## src/rtl/gray2bin_arb.sv

```systemverilog
`default_nettype none
// ============================================================================
// gray2bin_arb : round-robin arbiter/sequencer sharing one Gray-to-binary
//                converter between N_REQ requesters, with a WAIT watchdog.
// Revision     : 1.0
// ============================================================================
module gray2bin_arb #(
  parameter int WIDTH   = 8,
  parameter int N_REQ   = 4,
  parameter int TIMEOUT = 15
) (
  input  logic                   clk_i,
  input  logic                   rst_n_i,
  input  logic [N_REQ-1:0]       req_i,
  input  logic [N_REQ*WIDTH-1:0] req_data_i,
  output logic [N_REQ-1:0]       gnt_o,
  output logic [N_REQ-1:0]       ack_o,
  output logic                   err_o,
  output logic [WIDTH-1:0]       rsp_data_o,
  output logic                   busy_o,
  output logic                   conv_init_o,
  output logic [WIDTH-1:0]       conv_data_o,
  input  logic                   conv_done_i,
  input  logic [WIDTH-1:0]       conv_data_i
);

  localparam int IDX_W = $clog2(N_REQ);
  localparam int CNT_W = $clog2(TIMEOUT + 1);

  typedef enum logic [1:0] {
    IDLE  = 2'd0,
    ISSUE = 2'd1,
    WAIT  = 2'd2,
    RESP  = 2'd3
  } state_t;

  state_t            state;
  logic [IDX_W-1:0]  last;
  logic [IDX_W-1:0]  owner;
  logic [IDX_W-1:0]  win;
  logic              found;
  logic [CNT_W-1:0]  cnt;

  // Index of the requester 'off+1' positions after 'base', wrapping at N_REQ.
  function automatic logic [IDX_W-1:0] rr_pick(input logic [IDX_W-1:0] base,
                                               input int off);
    int s;
    s = int'(base) + off + 1;
    if (s >= N_REQ) s = s - N_REQ;
    return IDX_W'(s);
  endfunction

  always_comb begin
    found = 1'b0;
    win   = last;
    for (int i = 0; i < N_REQ; i++) begin
      if (!found && req_i[rr_pick(last, i)]) begin
        found = 1'b1;
        win   = rr_pick(last, i);
      end
    end
  end

  assign busy_o = (state != IDLE);

  always_ff @(posedge clk_i or negedge rst_n_i) begin
    if (!rst_n_i) begin
      state       <= IDLE;
      last        <= IDX_W'(N_REQ - 1);
      owner       <= '0;
      cnt         <= '0;
      gnt_o       <= '0;
      ack_o       <= '0;
      err_o       <= 1'b0;
      rsp_data_o  <= '0;
      conv_init_o <= 1'b0;
      conv_data_o <= '0;
    end else begin
      ack_o       <= '0;
      err_o       <= 1'b0;
      conv_init_o <= 1'b0;
      case (state)
        IDLE: begin
          if (found) begin
            state       <= ISSUE;
            owner       <= win;
            gnt_o       <= {{(N_REQ-1){1'b0}}, 1'b1} << win;
            conv_data_o <= req_data_i[int'(win)*WIDTH +: WIDTH];
            conv_init_o <= 1'b1;
          end
        end
        ISSUE: begin
          if (conv_done_i) begin
            state      <= RESP;
            ack_o      <= gnt_o;
            rsp_data_o <= conv_data_i;
          end else begin
            state <= WAIT;
            cnt   <= '0;
          end
        end
        WAIT: begin
          if (conv_done_i) begin
            state      <= RESP;
            ack_o      <= gnt_o;
            rsp_data_o <= conv_data_i;
          end else if (cnt == CNT_W'(TIMEOUT - 1)) begin
            state      <= RESP;
            ack_o      <= gnt_o;
            err_o      <= 1'b1;
            rsp_data_o <= '0;
          end else if (cnt != '1) begin
            cnt <= cnt + 1'b1;
          end
        end
        RESP: begin
          state <= IDLE;
          gnt_o <= '0;
          last  <= owner;
        end
        default: state <= IDLE;
      endcase
    end
  end

endmodule
`default_nettype wire

```

## config.mk

```make
export PLATFORM = sky130hd
export DESIGN_NAME = gray2bin_arb
export DESIGN_NICKNAME = d
export VERILOG_FILES = /design/src/rtl/gray2bin_arb.sv
export SDC_FILE = /design/constraint.sdc
export NUM_CORES = 1
export LEC_CHECK = 0
export ABC_AREA = 0
export BUFFER_PORTS_ARGS = -buffer_cell sky130_fd_sc_hd__buf_4
export CAP_MARGIN = 40
export CORE_ASPECT_RATIO = 1.75
export CORE_UTILIZATION = 50
export DETAILED_ROUTE_END_ITERATION = 8
export GPL_ROUTABILITY_DRIVEN = 0
export PLACE_DENSITY = 0.76
export SYNTH_ARGS = -nofsm -noshare
export SYNTH_HDL_FRONTEND = slang
export SYNTH_SLANG_ARGS = --single-unit
```

## constraint.sdc

```tcl
create_clock -name clk_i -period 2.5 [get_ports clk_i]
set_clock_uncertainty 0.2 [all_clocks]
set_input_delay 0.25 -clock clk_i [delete_from_list [all_inputs] [get_ports clk_i]]
set_output_delay 0.25 -clock clk_i [all_outputs]
set_load 0.01 [all_outputs]
```

### After elaboration in Yosys (flattened, before gate mapping)

Cells that the tools add are included.

* flip-flop bits (word level): 36
* input bits: 47
* output and inout bits: 27
* logic and storage cells: 103

* add/sub/neg operators: 11
* muxes and demuxes: 45
* reductions and logical operators: 15
* equal/unequal tests: 12
* $lt $le $gt $ge: 8
* shift-type cells: 2

Operator list (number)
* two-way mux 4 bit: 8
* indexed part select 32 x 6 -> 8 bit: 1
* two-way mux 8 bit: 3
* case mux 4 bit (2 select lines): 3
* two-way mux 2 bit: 11
* case mux 8 bit (2 select lines): 1
* two-way mux 1 bit: 14
* adder 3 x 1 -> 4 bit, second input constant: 3
* >= comparator 4 x 3 -> 1 bit, second input constant: 3
* < comparator 2 x 3 -> 1 bit, second input constant: 4
* != test 2 bit, second input constant: 6
* binary-select mux 1 bit (select 2 bit): 4
* case mux 2 bit (4 select lines): 1
* subtractor 2 x 1 -> 2 bit, second input constant: 4
* adder 2 x 2 -> 3 bit, second input constant: 2
* AND reduction 2 bit: 3
* nonzero test 2 bit: 3
* AND reduction 5 bit: 1
* adder 4 x 1 -> 4 bit, second input constant: 1
* == test 2 bit, second input constant: 2
* == test 4 bit, second input constant: 1
* != test 4 bit, second input constant: 1
* << shifter 1 x 2 -> 4 bit, first input constant: 1
* adder 2 x 1 -> 3 bit, second input constant: 1
* other kinds (7): 11

### Longest topological paths before layout

* depth in word-level cells: 18
* depth in mapped cells: 8
* depth with buffers taken out: 7

### Worst setup path after synthesis

Ideal clock, no wire load.

* path type: register -> register
* start point: reg state[0]
* end point: reg rsp_data_o[0]
* data arrival time: 1.610 ns
* clock period less this slack: 1.946 ns
* cell stages (with the launch flop): 8
* slack: 0.554 ns
* required time: 2.164 ns
* setup time: 0.136 ns
* buffers on the path: 2
* path through: dfrtp_1 inv_1 ha_1 clkbuf_1 a21oi_1 o21ai_1 clkbuf_1 o21ai_0

* word-level cells in the longest chain between the ends: 3
* elaborated cells between the ends (all ways): 7
* those cells by class: eq/ne: 4; mux: 1; reduce/logical: 2

Ends and longest elaborated chain
* start, declared: RTL line 37 `state_t state;`
* start signal, assigned: RTL line 68 `state <= IDLE;`
* start signal, assigned: RTL line 85 `state <= ISSUE;`
* start signal, assigned: RTL line 94 `state <= RESP;`
* == test 2 bit / == test 2 x 1 -> 1 bit (equally long branches): RTL line 82 `case (state)`
* != test 3 bit (no source line), or another cell as far along
* AND reduction 3 bit (no source line)
* end signal, assigned: RTL line 96 `rsp_data_o <= conv_data_i;`
* end signal, assigned: RTL line 106 `rsp_data_o <= conv_data_i;`
* end, declared: RTL line 19 `output logic [WIDTH-1:0] rsp_data_o,`

Parallel ways exist; a longest one is shown, timed or not.
A chain may end at the register's enable or synchronous reset.

### Worst setup path in the final report

* start point: reg last[1]
* end point: reg conv_data_o[5]

* word-level cells in the longest chain between the ends: 16
* elaborated cells between the ends (all ways): 42
* those cells by class: add/sub: 10; order compare: 4; shift: 1; mux: 20; reduce/logical: 7

Ends and longest elaborated chain
* start, declared: RTL line 38 `logic [IDX_W-1:0] last;`
* start signal, assigned: RTL line 69 `last <= IDX_W'(N_REQ - 1);`
* start signal, assigned: RTL line 119 `last <= owner;`
* branches (longest 16 deep; another with adder 3 x 1 -> 4 bit)
* end signal, assigned: RTL line 88 `conv_data_o <= req_data_i[int'(win)*WIDTH +: WIDTH];`
* end, declared: RTL line 22 `output logic [WIDTH-1:0] conv_data_o,`

Several ways; the timed one is not identified. The select of a mux whose other input is x is not followed.

==> results.py <==
metrics = {
    "grt": {
        "grt_max_degree": 37,
        "antenna_found_initial": 0,
        "grt_overflow": 0,
        "grt_pass1_vias": 1803,
        "grt_usage_pct": 25.4,
        "grt_pass1_wl_um": 8340,
    },
    "yosys": {
        "synth_area_per_cell_um2": 9.91,
        "synth_most_common_cell": "nand2_1",
        "synth_top_area_cell": "dfrtp_1",
        "synth-async-reset-ratio_pct": 100,
        "synthFlopType": "dfrtp_1",
        "ys_warn_count": 0,
        "syn-num-nets": 264,
        "synthDistinctLibCells": 42,
        "syn_area_mm2": 0.00208,
        "synth_cells": 210,
        "seq_area_frac_synth_pct": 43.4,
        "synth_edf_count": 0,
        "synth_common_cells": "nand2_1, dfrtp_1, o21ai_0, mux2i_1, nand4_1",
        "synth_top_area_share_pct": 40.9,
        "ys_ff_latch": 36,
        "synth_area_leaders": "dfrtp_1, nand2_1, mux2i_1",
    },
    "cells_and_area": {
        "antennaDiodeCount": 0,
        "nets": 341,
        "final_util_pct": 69.7,
        "drive_gt1_share_pct": 36.1,
        "seq_area_um2": 903,
        "synthToLayoutAreaGrowth_pct": 32.0,
        "fin_cells": 336,
        "multiInputGateArea_mm2": 0.00108,
        "fin_area_mm2": 0.00275,
        "fillers": 337,
    },
    "sta": {
        "fin_ws_ns": 0.500,
        "hold_viol_final": 0,
        "period_share_pct": 80.0,
        "worst_pin_slew_ns": 0.463,
        "min_period_ns": 2.00,
        "rsz0062_at_grt": "no",
        "slew_violations": 0,
        "tns_ns": 0,
        "fmax_mhz": 500,
        "max-slew-margin-rel_pct": 69.1,
        "final-setup-viol-count": 0,
    },
    "run_status": {
        "outcome": "finished, final reports clean",
    },
    "clock_network": {
        "post_cts_buffers": 0,
        "cts_tree": "built",
        "clock-sinks": 36,
        "path_clk_slew_ns": 0.07,
        "htree_levels": 2,
        "insertion_delay_ns": 0.29,
        "clk_path_buf_depth": 2,
        "cts-root-buf": "clkbuf_8",
        "cts-buffers-inserted": 5,
    },
    "placement": {
        "place_area_mm2": 0.00266,
        "pre_cts_slack_ns": 0.496,
        "portBuffers": 73,
        "place_inst": 327,
        "dpl.hpwl_um": 3960,
    },
    "die": {
        "fp.dieH_um": 87.4,
        "initial_utilization_pct": 52.8,
        "io_pins": 74,
        "core_area_mm2": 0.00394,
        "num_rows": 30,
        "die_area_mm2": 0.00444,
        "die_w_um": 50.8,
    },
    "drt": {
        "wl_per_cell_um": 15.0,
        "final_antenna_net_count": 0,
        "dr.pass1.iters": 4,
        "wirelength_um": 5050,
        "vias_per_cell": 5.54,
        "num_vias": 1863,
        "initialDrtViolationCount": 49,
        "route.detailed.drc": 0,
    },
    "worst_hold_path": {
        "hold_path_class": "in2reg",
    },
    "worst_setup_path": {
        "path_class": "reg2reg",
        "crit_arrival_ns": 1.97,
        "cp-end-kind": "register",
        "cp.required_ns": 2.47,
        "reg2reg_slack_ns": 0.50,
        "cp-start-kind": "register",
        "cp_max_fo": 10,
    },
    "flow_run": {
        "cap_violations": 0,
    },
    "power_and_ir_drop": {
        "p_per_area_mw_per_mm2": 1110,
        "ir_worst_vdd_v": 0.000752,
        "power_leakage_uw": 0.00137,
    },
}
-- path summary, 6_finish.rpt --
path / start / to / cells past startpoint
min in group asynchronous: rst_n_i / ack_o[1] / 2
worst min register to register: owner[1] / owner[1] / 2
worst min-delay path: conv_data_i[1] / rsp_data_o[1] / 3
worst max register to register: last[1] / conv_data_o[5] / 6
worst max-delay path: last[1] / conv_data_o[5] / 6
max in group asynchronous: rst_n_i / last[1] / 2
-- worst max-delay path: stages, from the launching register on --
cell	delay (ns)
dfstp_2	0.62
nor2_1	0.09
o21ba_1	0.27
nor3_2	0.14
buf_4	0.23
mux2i_1	0.23
o211ai_2	0.10
-- through the flow --
stage	power (uW)	hold slack (ns)
after floorplan	2130	-0.246
after detailed placement	2690	0.0343
final	3050	0.00955
after global placement	2640	0.0296
after global routing	3310	0.0106
after CTS	3090	0.00305
-- report_power, final --
group | internal (uW) | switching, uW
Clock | 195 | 196
Combinational | 759 | 922
Sequential | 824 | 156
-- per-layer routing --
layer  share of wire, %  track usage (%)  vias to the layer above
li1                   -                -                      919
met1                 39             28.0                      885
met2                 56             47.0                       51
met3                3.2             3.84                        8
met4                1.8             10.6                        0
met5                  0                0                        -
-- what timing repair did --
action	CTS	global route
gates resized for setup	0	0
hold buffers	1	0
endpoints found under the hold margin	34	0
-- state kept, by name, indices dropped and copies added, names as in the netlist --
signal,flops
gnt_o,4
state,2
ack_o,4
conv_data_o,8
conv_init_o,1
rsp_data_o,8
cnt,4
last,2
err_o,1
owner,2
-- cell families after synthesis --
kind of cell             share of synthesized area, %
AND/OR/NAND/NOR                                  19.4
AO/OA/AOI/OAI                                    22.1
flip-flops                                       43.4
buffers and inverters                            4.69
multiplexers                                     5.41
adder cells (fa/ha/maj)                          4.21
XOR/XNOR                                        0.841
-- cells in the final DEF (no fill, tap or decap), types with 2 or more instances in the layout --
| cell | netlist | final |
|---|---|---|
| clkbuf_8 | 0 | 5 |
| nand2b_1 | 3 | 3 |
| ha_1 | 7 | 7 |
| dfrtp_1 | 34 | 34 |
| mux2_2 | 2 | 2 |
| mux2i_1 | 9 | 9 |
| o21a_1 | 3 | 3 |
| inv_1 | 7 | 7 |
| nor2_1 | 7 | 7 |
| dfstp_2 | 2 | 2 |
| xor2_1 | 2 | 2 |
| a32oi_1 | 4 | 4 |
| clkbuf_1 | 3 | 2 |
| o21ai_1 | 4 | 4 |
| o21ai_0 | 13 | 13 |
| nand4_1 | 9 | 9 |
| nand3b_1 | 2 | 2 |
| a211o_1 | 8 | 8 |
| buf_4 | 2 | 78 |
| o211ai_2 | 7 | 7 |
| o31ai_1 | 7 | 7 |
| and2_1 | 4 | 4 |
| nand2_1 | 35 | 35 |
| nand3_1 | 8 | 8 |
| a21oi_1 | 7 | 7 |
-- final cells by class --
class                   count  share of cell area [%]
clock buffers               7                    2.78
clock inverters             1                   0.182
inverters                   7                   0.956
multi-input cells         158                    39.3
flip-flops and latches     36                    32.9
well taps                  48                    2.19
repair buffers             79                    21.7
Note: power is estimated with default switching activity, not from simulation.
